===== config.mk =====
export PLATFORM = sky130hd
export DESIGN_NAME = load_store_unit_flat
export DESIGN_NICKNAME = d
export VERILOG_FILES = /design/src/rtl/lsu_pkg.sv /design/src/rtl/lsu_if.sv /design/src/rtl/lsu_align.sv /design/src/rtl/load_store_unit.sv /design/src/flat_wrapper.sv
export SDC_FILE = /design/constraint.sdc
export NUM_CORES = 1
export LEC_CHECK = 0
export CAP_MARGIN = 10
export CORE_ASPECT_RATIO = 0.7
export CORE_UTILIZATION = 35
export CTS_BUF_LIST = sky130_fd_sc_hd__clkbuf_8
export DETAILED_ROUTE_END_ITERATION = 7
export SLEW_MARGIN = 20
export SYNTH_ARGS = -nofsm -noshare
export SYNTH_HDL_FRONTEND = slang
export SYNTH_SLANG_ARGS = --single-unit

===== constraint.sdc =====
create_clock -name clk -period 3.1 [get_ports clk]
set_clock_uncertainty 0.2 [all_clocks]
set_input_delay 0.465 -clock clk [delete_from_list [all_inputs] [get_ports clk]]
set_output_delay 0.465 -clock clk [all_outputs]
set_load 0.1 [all_outputs]

===== src/rtl/lsu_pkg.sv =====
// Shared types for the load/store unit: access size encodings, FSM states
// and the size-to-byte-count helper.
package lsu_pkg;

   typedef enum logic [1:0] {
      SZ_B = 2'd0,
      SZ_H = 2'd1,
      SZ_W = 2'd2,
      SZ_X = 2'd3
   } lsu_size_e;

   typedef enum logic [2:0] {
      IDLE  = 3'd0,
      ACC0  = 3'd1,
      WAIT0 = 3'd2,
      ACC1  = 3'd3,
      WAIT1 = 3'd4,
      RESP  = 3'd5
   } lsu_state_e;

   // Reserved size returns 0; such an access always faults before use.
   function automatic logic [2:0] size_bytes(input logic [1:0] size);
      case (size)
         SZ_B:    size_bytes = 3'd1;
         SZ_H:    size_bytes = 3'd2;
         SZ_W:    size_bytes = 3'd4;
         default: size_bytes = 3'd0;
      endcase
   endfunction

endpackage


===== src/rtl/lsu_if.sv =====
// Core-side request/response and memory-side bus of the load/store unit.
// Handshakes: a transfer occurs on a rising edge where valid and ready are both 1;
// rsp_valid and mem_rvalid are single-cycle pulses with no ready.
interface lsu_if;
   logic        req_valid;
   logic        req_ready;
   logic        req_store;
   logic [1:0]  req_size;
   logic        req_unsigned;
   logic [31:0] req_addr;
   logic [31:0] req_wdata;
   logic        rsp_valid;
   logic [31:0] rsp_rdata;
   logic        rsp_fault;
   logic        mem_valid;
   logic        mem_ready;
   logic        mem_we;
   logic [31:0] mem_addr;
   logic [3:0]  mem_wstrb;
   logic [31:0] mem_wdata;
   logic        mem_rvalid;
   logic [31:0] mem_rdata;

   modport slave (
      input  req_valid, req_store, req_size, req_unsigned, req_addr, req_wdata,
      output req_ready, rsp_valid, rsp_rdata, rsp_fault,
      output mem_valid, mem_we, mem_addr, mem_wstrb, mem_wdata,
      input  mem_ready, mem_rvalid, mem_rdata
   );

   modport master (
      output req_valid, req_store, req_size, req_unsigned, req_addr, req_wdata,
      input  req_ready, rsp_valid, rsp_rdata, rsp_fault,
      input  mem_valid, mem_we, mem_addr, mem_wstrb, mem_wdata,
      output mem_ready, mem_rvalid, mem_rdata
   );
endinterface


===== src/rtl/lsu_align.sv =====
// Byte-lane steering for the load/store unit: store strobes and data for both
// halves of a possibly split access, and extraction/extension of load data.
module lsu_align
   import lsu_pkg::*;
(
   input  logic [1:0]  size,
   input  logic [1:0]  off,
   input  logic        is_unsigned,
   input  logic [31:0] wdata,
   input  logic [63:0] rdata64,
   output logic [3:0]  strb0,
   output logic [3:0]  strb1,
   output logic [31:0] wdata0,
   output logic [31:0] wdata1,
   output logic [31:0] rdata_ext
);

   logic [3:0]  lane_mask;
   logic [7:0]  strb64;
   logic [63:0] wshift;
   logic [63:0] rshift;

   // Shifting across a 64-bit window gives both halves of a split access at once.
   always_comb begin
      case (size)
         SZ_B:    lane_mask = 4'b0001;
         SZ_H:    lane_mask = 4'b0011;
         default: lane_mask = 4'b1111;
      endcase
      strb64 = {4'b0000, lane_mask} << off;
      wshift = {32'd0, wdata} << {off, 3'b000};
      rshift = rdata64 >> {off, 3'b000};
      case (size)
         SZ_B:    rdata_ext = is_unsigned ? {24'd0, rshift[7:0]}
                                          : {{24{rshift[7]}}, rshift[7:0]};
         SZ_H:    rdata_ext = is_unsigned ? {16'd0, rshift[15:0]}
                                          : {{16{rshift[15]}}, rshift[15:0]};
         default: rdata_ext = rshift[31:0];
      endcase
   end

   assign strb0  = strb64[3:0];
   assign strb1  = strb64[7:4];
   assign wdata0 = wshift[31:0];
   assign wdata1 = wshift[63:32];

endmodule


===== src/rtl/load_store_unit.sv =====
// Memory-stage load/store unit: one request at a time, misaligned accesses
// split into two word accesses, out-of-range accesses answered with a fault.
module load_store_unit
   import lsu_pkg::*;
#(
   parameter longint unsigned MEM_BYTES = 64'd1048576
) (
   input  logic       clk,
   input  logic       rst_n,
   lsu_if.slave       bus,
   output lsu_state_e state_dbg
);

   lsu_state_e  state;
   logic        r_store, r_unsigned, r_split, r_fault;
   logic [1:0]  r_size, r_off;
   logic [31:0] r_wdata, rd_lo, rd_hi;
   logic        mem_valid_q, mem_we_q, rsp_valid_q, rsp_fault_q;
   logic [31:0] mem_addr_q, mem_wdata_q, rsp_rdata_q;
   logic [3:0]  mem_wstrb_q;

   logic [2:0]  req_n;
   logic [32:0] req_last;
   logic        req_fault, req_split, idle;
   logic [1:0]  a_size, a_off;
   logic [31:0] a_wdata, wdata0, wdata1, rdata_ext;
   logic [3:0]  strb0, strb1;

   // Last byte is computed with a carry bit so addresses near 2^32 cannot wrap.
   assign req_n     = size_bytes(bus.req_size);
   assign req_last  = {1'b0, bus.req_addr} + {30'd0, req_n} - 33'd1;
   assign req_fault = (bus.req_size == SZ_X) || (64'(req_last) >= MEM_BYTES);
   assign req_split = ({1'b0, bus.req_addr[1:0]} + req_n) > 3'd4;

   // In IDLE the first access is launched straight from the request fields.
   assign idle    = (state == IDLE);
   assign a_size  = idle ? bus.req_size       : r_size;
   assign a_off   = idle ? bus.req_addr[1:0]  : r_off;
   assign a_wdata = idle ? bus.req_wdata      : r_wdata;

   lsu_align u_align (
      .size        (a_size),
      .off         (a_off),
      .is_unsigned (r_unsigned),
      .wdata       (a_wdata),
      .rdata64     ({rd_hi, rd_lo}),
      .strb0       (strb0),
      .strb1       (strb1),
      .wdata0      (wdata0),
      .wdata1      (wdata1),
      .rdata_ext   (rdata_ext)
   );

   always_ff @(posedge clk or negedge rst_n) begin
      if (!rst_n) begin
         state       <= IDLE;
         r_store     <= 1'b0;
         r_unsigned  <= 1'b0;
         r_split     <= 1'b0;
         r_fault     <= 1'b0;
         r_size      <= 2'd0;
         r_off       <= 2'd0;
         r_wdata     <= 32'd0;
         rd_lo       <= 32'd0;
         rd_hi       <= 32'd0;
         mem_valid_q <= 1'b0;
         mem_we_q    <= 1'b0;
         mem_addr_q  <= 32'd0;
         mem_wstrb_q <= 4'd0;
         mem_wdata_q <= 32'd0;
         rsp_valid_q <= 1'b0;
         rsp_fault_q <= 1'b0;
         rsp_rdata_q <= 32'd0;
      end else begin
         rsp_valid_q <= 1'b0;
         case (state)
            IDLE: begin
               if (bus.req_valid) begin
                  r_store    <= bus.req_store;
                  r_unsigned <= bus.req_unsigned;
                  r_size     <= bus.req_size;
                  r_off      <= bus.req_addr[1:0];
                  r_wdata    <= bus.req_wdata;
                  r_split    <= req_split;
                  r_fault    <= req_fault;
                  if (req_fault) begin
                     state <= RESP;
                  end else begin
                     state       <= ACC0;
                     mem_valid_q <= 1'b1;
                     mem_we_q    <= bus.req_store;
                     mem_addr_q  <= {bus.req_addr[31:2], 2'b00};
                     mem_wstrb_q <= bus.req_store ? strb0 : 4'hF;
                     mem_wdata_q <= wdata0;
                  end
               end
            end
            ACC0, ACC1: begin
               if (bus.mem_ready) begin
                  mem_valid_q <= 1'b0;
                  state       <= (state == ACC0) ? WAIT0 : WAIT1;
               end
            end
            WAIT0: begin
               if (bus.mem_rvalid) begin
                  rd_lo <= bus.mem_rdata;
                  if (r_split) begin
                     state       <= ACC1;
                     mem_valid_q <= 1'b1;
                     mem_addr_q  <= mem_addr_q + 32'd4;
                     mem_wstrb_q <= r_store ? strb1 : 4'hF;
                     mem_wdata_q <= wdata1;
                  end else begin
                     state <= RESP;
                  end
               end
            end
            WAIT1: begin
               if (bus.mem_rvalid) begin
                  rd_hi <= bus.mem_rdata;
                  state <= RESP;
               end
            end
            RESP: begin
               rsp_valid_q <= 1'b1;
               rsp_fault_q <= r_fault;
               rsp_rdata_q <= (r_fault || r_store) ? 32'd0 : rdata_ext;
               state       <= IDLE;
            end
            default: state <= IDLE;
         endcase
      end
   end

   assign bus.req_ready = idle;
   assign bus.rsp_valid = rsp_valid_q;
   assign bus.rsp_fault = rsp_fault_q;
   assign bus.rsp_rdata = rsp_rdata_q;
   assign bus.mem_valid = mem_valid_q;
   assign bus.mem_we    = mem_we_q;
   assign bus.mem_addr  = mem_addr_q;
   assign bus.mem_wstrb = mem_wstrb_q;
   assign bus.mem_wdata = mem_wdata_q;
   assign state_dbg     = state;

endmodule


===== src/flat_wrapper.sv =====
// flat-port wrapper written by rule: the top's interface ports become plain ports
module load_store_unit_flat import lsu_pkg::*;
#(
   parameter longint unsigned MEM_BYTES = 64'd1048576
)
  (clk, rst_n, state_dbg, bus_req_valid, bus_req_store, bus_req_size, bus_req_unsigned, bus_req_addr, bus_req_wdata, bus_req_ready, bus_rsp_valid, bus_rsp_rdata, bus_rsp_fault, bus_mem_valid, bus_mem_we, bus_mem_addr, bus_mem_wstrb, bus_mem_wdata, bus_mem_ready, bus_mem_rvalid, bus_mem_rdata);
  lsu_if bus_i ();
  input  logic clk;
  input  logic rst_n;
  output lsu_state_e state_dbg;
  input wire logic [$bits(bus_i.req_valid)-1:0] bus_req_valid;
  input wire logic [$bits(bus_i.req_store)-1:0] bus_req_store;
  input wire logic [$bits(bus_i.req_size)-1:0] bus_req_size;
  input wire logic [$bits(bus_i.req_unsigned)-1:0] bus_req_unsigned;
  input wire logic [$bits(bus_i.req_addr)-1:0] bus_req_addr;
  input wire logic [$bits(bus_i.req_wdata)-1:0] bus_req_wdata;
  output wire logic [$bits(bus_i.req_ready)-1:0] bus_req_ready;
  output wire logic [$bits(bus_i.rsp_valid)-1:0] bus_rsp_valid;
  output wire logic [$bits(bus_i.rsp_rdata)-1:0] bus_rsp_rdata;
  output wire logic [$bits(bus_i.rsp_fault)-1:0] bus_rsp_fault;
  output wire logic [$bits(bus_i.mem_valid)-1:0] bus_mem_valid;
  output wire logic [$bits(bus_i.mem_we)-1:0] bus_mem_we;
  output wire logic [$bits(bus_i.mem_addr)-1:0] bus_mem_addr;
  output wire logic [$bits(bus_i.mem_wstrb)-1:0] bus_mem_wstrb;
  output wire logic [$bits(bus_i.mem_wdata)-1:0] bus_mem_wdata;
  input wire logic [$bits(bus_i.mem_ready)-1:0] bus_mem_ready;
  input wire logic [$bits(bus_i.mem_rvalid)-1:0] bus_mem_rvalid;
  input wire logic [$bits(bus_i.mem_rdata)-1:0] bus_mem_rdata;
  assign bus_i.req_valid = bus_req_valid;
  assign bus_i.req_store = bus_req_store;
  assign bus_i.req_size = bus_req_size;
  assign bus_i.req_unsigned = bus_req_unsigned;
  assign bus_i.req_addr = bus_req_addr;
  assign bus_i.req_wdata = bus_req_wdata;
  assign bus_req_ready = bus_i.req_ready;
  assign bus_rsp_valid = bus_i.rsp_valid;
  assign bus_rsp_rdata = bus_i.rsp_rdata;
  assign bus_rsp_fault = bus_i.rsp_fault;
  assign bus_mem_valid = bus_i.mem_valid;
  assign bus_mem_we = bus_i.mem_we;
  assign bus_mem_addr = bus_i.mem_addr;
  assign bus_mem_wstrb = bus_i.mem_wstrb;
  assign bus_mem_wdata = bus_i.mem_wdata;
  assign bus_i.mem_ready = bus_mem_ready;
  assign bus_i.mem_rvalid = bus_mem_rvalid;
  assign bus_i.mem_rdata = bus_mem_rdata;
  load_store_unit #(.MEM_BYTES(MEM_BYTES)) u_core (.clk(clk), .rst_n(rst_n), .bus(bus_i), .state_dbg(state_dbg));
endmodule

# After elaboration in Yosys (flattened, before gate mapping)
# Index checks and enable logic that the tools add are counted.
# Widths: inputs -> output; s select.
dict set report op_classes {
  add_sub_neg 4
  order_cmp 2
  eq_ne 15
  shift 3
  muxes 41
  n_bitwise 1
  reduce_logical 15
}
# op count
set ops {}
lappend ops {{$mux 32} 12}
lappend ops {{$pmux 32 s2} 3}
lappend ops {{$shl 32x5->64} 1}
lappend ops {{$shr 64x5->32} 1}
lappend ops {{$add 32x3->33} 1}
lappend ops {{$ge 33x21->1 const B} 1}
lappend ops {{$sub 33x1->33 const B} 1}
lappend ops {{$add 32x3->32 const B} 1}
lappend ops {{$mux 4} 6}
lappend ops {{$mux 3} 7}
lappend ops {{$pmux 4 s2} 2}
lappend ops {{$pmux 3 s4} 1}
lappend ops {{$ne 2x2->1 const B} 5}
lappend ops {{$pmux 3 s3} 1}
lappend ops {{$shl 4x2->8} 1}
lappend ops {{$eq 3x2->1 const B} 2}
lappend ops {{$eq 3x3->1 const B} 2}
lappend ops {{$mux 1} 6}
lappend ops {{$reduce_and 2->1} 3}
lappend ops {{$reduce_and 6->1} 1}
lappend ops {{$reduce_and 5->1} 1}
lappend ops {{$eq 2x1->1 const B} 2}
lappend ops {{$eq 2x2->1 const B} 2}
lappend ops {{$logic_not 2->1} 2}
lappend ops {{14 further kinds} 16}
dict set report totals {
  regBits 211
  input_bits 105
  elab_cells 99
}

# Depth between registers and ports, before layout
dict set report logic_depth {
  ltp_word 9
  ltp_mapped 18
  mapped_depth_nobuf 16
}

# Modules after synthesis
# From an unflattened synthesis, not the netlist that was laid out.
dict set report hier_totals {
  hier_cells 1472
  area_unflattened_um2 13395.3
}
# mod instances cells_each area_each_um2 seq_area_each_um2
set modules_own_cells {}
lappend modules_own_cells {load_store_unit 1 1230 11354.6 5230.0}
lappend modules_own_cells {lsu_align 1 242 2040.7 0.0}

# Worst setup path before layout
# Ideal clock, no wire load.
dict set report synth_timing {
  path_type {input-to-reg}
  startpoint {input port bus_req_size[0]}
  endpoint {register u_core.mem_addr_q[12] (netlist: u_core.bus.mem_addr[12])}
  arrival_time_ps 3810
  t_required_ps 2823
  path_slack_ps -987
  stages 15
  n_path_buf 1
  path_cell_list {nand2b_1 > ha_1 > inv_1 > ha_1 > a211oi_1 > o211ai_1 > a211oi_1 > or4b_4 > and2_1 > xnor2_1 > or3_1 > or4_4 > buf_6 > a22o_1 > a21oi_1}
}
dict set report synth_via {
  elab_chain_len 8
  elab_cells_between_ends 11
}
# element line_no
set synth_rtl {}
lappend synth_rtl {{start: declaration} flat_wrapper.sv:13} ;# input wire logic [$bits(bus_i.req_size)-1:0] bus_req_size;
lappend synth_rtl {{$eq 2x2->1, or another cell as far along} lsu_pkg.sv:23} ;# case (size)
lappend synth_rtl {{$pmux 3 s3} lsu_pkg.sv:23}
lappend synth_rtl {{$add 32x3->33} load_store_unit.sv:31} ;# assign req_last = {1'b0, bus.req_addr} + {30'd0, req_n} - 33'd1;
lappend synth_rtl {{$sub 33x1->33} load_store_unit.sv:31}
lappend synth_rtl {{$ge 33x21->1} load_store_unit.sv:32} ;# assign req_fault = (bus.req_size == SZ_X) || (64'(req_last) >= MEM_BYTES);
lappend synth_rtl {{$logic_or 1x1->1 (*)} load_store_unit.sv:32}
lappend synth_rtl {{$ne 2x2->1 (no line) (*)} --}
lappend synth_rtl {{$reduce_and 5->1 (no line) (*)} --}
lappend synth_rtl {{end signal: assignment} load_store_unit.sv:92} ;# mem_addr_q <= {bus.req_addr[31:2], 2'b00};
lappend synth_rtl {{end signal: assignment} load_store_unit.sv:110} ;# mem_addr_q <= mem_addr_q + 32'd4;
lappend synth_rtl {{end: declaration} load_store_unit.sv:19} ;# logic [31:0] mem_addr_q, mem_wdata_q, rsp_rdata_q;
# Every way passes the cells marked *; elsewhere a longest branch is shown, timed or not.
# A chain may end at the register's enable or synchronous reset.

# Worst setup path after layout
dict set report layout_timing {
  startpoint {input port bus_req_size[1]}
  endpoint {register u_core.mem_addr_q[22] (netlist: u_core.bus.mem_addr[22])}
}
# Same word-level chain as after synthesis.

==> summary by stage <==
STA
Setup repair after global routing could not meet its margin everywhere. The share of the cycle needed by the critical path after routing is 123%. The smallest clock period supported by the final layout is computed as between 3000 and 4000 ps.

Derived from the worst setup path, the maximum achievable clock frequency is 262 MHz. The worst-case setup margin in the final layout is -724 ps. The worst slew margin relative to its limit is 55.2%.

At the pin with the least slew margin, the transition time is 672 ps. Setup violations remaining at the end of the flow were counted as 70. The final hold violation count came to 0.

Across all hold checks on the routed design, the worst slack comes to between 50 and 60 ps. The final number of max-transition violations came to 0. For the final routed database, the setup TNS stands at -42560 ps.

Die
The die is around 230 microns wide. The area of the core is roughly 0.035 sq mm. The die covers 0.0362 sq mm. The vertical die dimension is approximately 160 microns. The starting utilization of the core area is a little over a third. After floorplanning, the core was divided into 57 placement rows. The number of top-level pins is 213.

Final layout
The count of filler cells inserted in the layout is 3230. 0 antenna diodes ended up in the layout. The net total in the final layout is roughly 1800.

In the layout the commonest cells are 243 x sky130_fd_sc_hd__buf_4, 198 x sky130_fd_sc_hd__dfrtp_1, 197 x sky130_fd_sc_hd__nand2_1, 106 x sky130_fd_sc_hd__a21oi_1, 88 x sky130_fd_sc_hd__nor2_1. The fraction of layout cells with a size suffix above 1 is 33.6%. The most common cell after layout, fill and taps aside is sky130_fd_sc_hd__buf_4. The footprint of the multi-input gates is around 0.0075 sq mm.

In the final layout, flip-flops and latches occupy between 0.005 and 0.006 sq mm. The area growth from synthesis to layout is 41.9%. The final instance count without filler cells is ~2200.

Logic synthesis
The count of distinct cell types in the synthesized netlist is 73. The post-synth design cell area is 0.0124 sq mm. The largest area contributor in the synthesized netlist is sky130_fd_sc_hd__dfrtp_1. The cell count after synthesis is between 1000 and 1500.

The area share of the largest cell type after synthesis is around 40%. The share of flip-flops with an asynchronous set or reset after synthesis is 100%. Sequential elements use around two fifths of the synthesized area.

The average size of a mapped cell is between 9 and 10 sq um. The most used flip-flop cell after synthesis is sky130_fd_sc_hd__dfrtp_1. Synthesis inferred approximately 200 register bits.

The number of flops mapped to enable cells by yosys is 0. The synthesis warning total is 0. Sorting the synthesized cells by area gives the leading types as sky130_fd_sc_hd__dfrtp_1 41%, sky130_fd_sc_hd__mux2_2 6.5%, sky130_fd_sc_hd__nand2_1 6.0%, sky130_fd_sc_hd__mux4_2 5.8%, sky130_fd_sc_hd__a21oi_1 4.5%.

Outcome
The run finished, with violations left. The checks that failed: negative setup slack.

Critical path
For the worst setup path, the data required time is about 3400 ps. The source of the worst register-to-register timing path is u_core.state_dbg[0]. The cell count along the critical path is 18. The largest individual stage delay along the critical path comes from the cell sky130_fd_sc_hd__or4_4. In this run the worst setup path terminates at u_core.bus.mem_addr[22]. In this run the critical register-to-register path is captured at u_core.bus.rsp_rdata[29]. STA classifies the critical path startpoint as a primary input. The largest fanout of any net on the critical path is 7. The register-to-register setup slack is approximately 260 ps. Walking the worst path, the cells encountered are buf_8 > nand2b_4 > ha_4 > inv_2 > ha_4 > inv_2 > fa_2 > nor2b_1 > o2111a_2 > o2111ai_2 > nand4_1 > a2111oi_2 > o2111a_1 > o2111ai_2 > buf_4 > or4_4 > buf_6 > a32oi_2.

Data on the critical path arrives at its endpoint at 4080 ps. The count of buffer and inverter cells on the critical path is 5. The nature of the critical path endpoint is a flip-flop. The depth of the worst register-to-register path is 10.

In this design, the largest share of critical-path delay is due to compound AO/OA/AOI/OAI gates. The start point of the critical path is bus_req_size[1]. The critical path start-end classification is primary input to flip-flop. In this design, the stage delay of the slowest critical-path cell is around 630 ps.

Clock network
Clock-pin slew was measured on the worst setup and hold paths at roughly 60 ps. The clock root buffer is sky130_fd_sc_hd__clkbuf_8. In this run, CTS created clock tree buffers numbering 37. The clock passes through at most 3 buffers. The clock net sink count is ~200. The source-to-sink clock delay at the later pin of the worst-skew pair is roughly 540 ps.

The TritonCTS clock tree is yes. The maximum level of the CTS H-tree is 2.

Global routing
The via count of the first global-routing pass is around 12000. The global routing usage summed across all routing layers is ~25%. The maximum number of pins on one net before global-route repair is 74. The first global-routing pass estimated 69.7 mm of wire.

The final global-route overflow total is 0. The initial antenna violation count is 0.

Pwr
The power per cell area is ~950 mW/mm^2. In this run the static leakage power is roughly 8.1 nW. The total power draw is between 0.015 and 0.02 W. The worst IR drop on VDD is ~1100 uV.

Detailed routing
Detailed routing placed a total of between 3 and 4 mm of wire on met3. After detailed routing, the number of vias per cell comes to ~5.5. The met2 wire length is around 19 mm. In the final routing, the length of wire on met1 measures roughly 22 mm. The via total after detailed routing is between 10000 and 15000. The post-route antenna net violation count is 0.

The uppermost metal layer occupied by signal nets is met4. Before antenna repair, the detailed router went through 5 iterations. After detailed routing, the number of remaining DRC violations is 0. Wires add up to around 45 mm. The per-cell routed wire length is around 21 microns. After the first detailed-routing iteration, the DRC count stood at about 1100.

Placed design
The setup slack after placement is -1760 ps. The post-DP HPWL is about 34 mm. After detailed placement, the design holds a cell count of just over 2000. During placement, the flow inserted port buffers numbering between 200 and 250. At the end of routability-driven placement, the weighted congestion stood at approximately 0.88.

Run
Across the run, the number of max-cap violations was 0.

Min path
The class of the tightest hold or removal check is primary input to flip-flop.
-- worst min-delay path by stage --
stage,cells past startpoint,start,slack (ps),to
2_1_floorplan,0,rst_n,-30,u_core.bus.mem_addr[10]
3_3_place_gp,2,u_core.r_size[0],260,u_core.r_size[0]
3_5_place_dp,2,u_core.r_size[0],270,u_core.r_size[0]
4_1_cts,4,bus_req_size[1],8,u_core.r_size[1]
5_1_grt,4,bus_req_size[1],40,u_core.r_size[1]
6_report,4,bus_req_size[1],50,u_core.r_size[1]
-- flip-flops by register name, summed over array words and instances, names as in the netlist, 2 cells and up --
| name | cells |
|---|---|
| u_core.bus.mem_addr | 30 |
| u_core.bus.mem_wdata | 32 |
| u_core.bus.mem_wstrb | 4 |
| u_core.bus.rsp_rdata | 32 |
| u_core.r_off | 2 |
| u_core.r_size | 2 |
| u_core.r_wdata | 32 |
| u_core.rd_hi | 24 |
| u_core.rd_lo | 32 |
| u_core.state_dbg | 3 |
-- tightest hold or removal path, stage by stage --
cell and delay (ps):
sky130_fd_sc_hd__buf_8 90, sky130_fd_sc_hd__buf_4 110, sky130_fd_sc_hd__nand2_1 40, sky130_fd_sc_hd__nand2_1 50
-- power by group --
| group | internal [W] | leakage, nW | total [W] | switching [W] |
|---|---|---|---|---|
| sequential | 0.00355 | 2.58 | 0.00434 | 0.000787 |
| combinational | 0.00352 | 5.08 | 0.00973 | 0.00621 |
| clock | 0.00144 | 0.432 | 0.00264 | 0.00120 |
| total | 0.00851 | 8.09 | 0.0167 | 0.00820 |
-- cells by family (layout without fill, tap and decap cells) --
logic type               Yosys count  count (layout)  synth area share (%)
buffers and inverters            144             515                  4.72
other                              1               2                0.0302
XOR/XNOR                           5               5                 0.353
adder cells (fa/ha/maj)           38              38                  3.95
flip-flops                       201             201                  40.5
multiplexers                     151             151                  16.3
AO/OA/AOI/OAI                    351             351                  18.2
AND/OR/NAND/NOR                  434             436                  16.0
-- Yosys cell counts, types with 3 or more instances --
cell	number
sky130_fd_sc_hd__or3_1	6
sky130_fd_sc_hd__buf_6	4
sky130_fd_sc_hd__o21bai_1	4
sky130_fd_sc_hd__nor3_1	21
sky130_fd_sc_hd__o211ai_1	7
sky130_fd_sc_hd__inv_1	57
sky130_fd_sc_hd__mux4_2	32
sky130_fd_sc_hd__o221ai_1	3
sky130_fd_sc_hd__dfrtp_1	201
sky130_fd_sc_hd__xnor2_1	3
sky130_fd_sc_hd__buf_1	12
sky130_fd_sc_hd__a211oi_1	32
sky130_fd_sc_hd__a311oi_1	3
sky130_fd_sc_hd__o32a_1	6
sky130_fd_sc_hd__o21a_1	6
sky130_fd_sc_hd__and2_1	10
sky130_fd_sc_hd__a21oi_1	112
sky130_fd_sc_hd__o2bb2ai_1	9
sky130_fd_sc_hd__nand2_1	198
sky130_fd_sc_hd__a2bb2oi_1	11
sky130_fd_sc_hd__mux2i_1	34
sky130_fd_sc_hd__a22oi_1	4
sky130_fd_sc_hd__nor2b_1	28
sky130_fd_sc_hd__mux2_2	72
sky130_fd_sc_hd__a32oi_1	9
sky130_fd_sc_hd__nor2_1	89
sky130_fd_sc_hd__buf_2	6
sky130_fd_sc_hd__ha_1	36
sky130_fd_sc_hd__o21ai_0	75
sky130_fd_sc_hd__and4_1	3
sky130_fd_sc_hd__nand4_1	15
sky130_fd_sc_hd__nand2b_1	5
sky130_fd_sc_hd__clkbuf_1	62
sky130_fd_sc_hd__a21o_1	9
sky130_fd_sc_hd__nor3b_1	3
sky130_fd_sc_hd__a22o_1	12
sky130_fd_sc_hd__and3_1	14
sky130_fd_sc_hd__nand3_1	29
sky130_fd_sc_hd__a31oi_1	22
sky130_fd_sc_hd__mux2_1	13
-- timing repair --
action / in CTS / in global routing
gates resized for setup: 118 / 31
buffers inserted: 22 / 3
pin swaps: 38 / 14
endpoints found under the hold margin: 69 / 0
hold buffers: 1 / 0
gates cloned: 5 / 0
endpoints found under the setup margin: 70 / 70
-- cell type report --
class,count,area share (%)
Clock inverter,16,0.426
Clock buffer,50,3.90
Inverter,58,1.24
Sequential cell,201,28.6
Multi-Input combinational cell,983,42.4
Tap cell,472,3.35
Timing Repair Buffer,391,20.1
-- metal layers --
metal  GRT usage (%)  vias up
li1                -     5521
met5               0        -
met2            35.4      445
met3            4.54       60
met4            5.67        0
met1            39.5     5913
-- through the flow --
stage,instance area [sq um],utilization [%]
2_1_floorplan,12700,-
3_3_place_gp,16100,46.2
3_5_place_dp,16100,46.2
4_1_cts,17500,50.3
5_1_grt,17600,50.6
6_report,17600,50.6
Note: power is estimated with default switching activity, not from simulation.
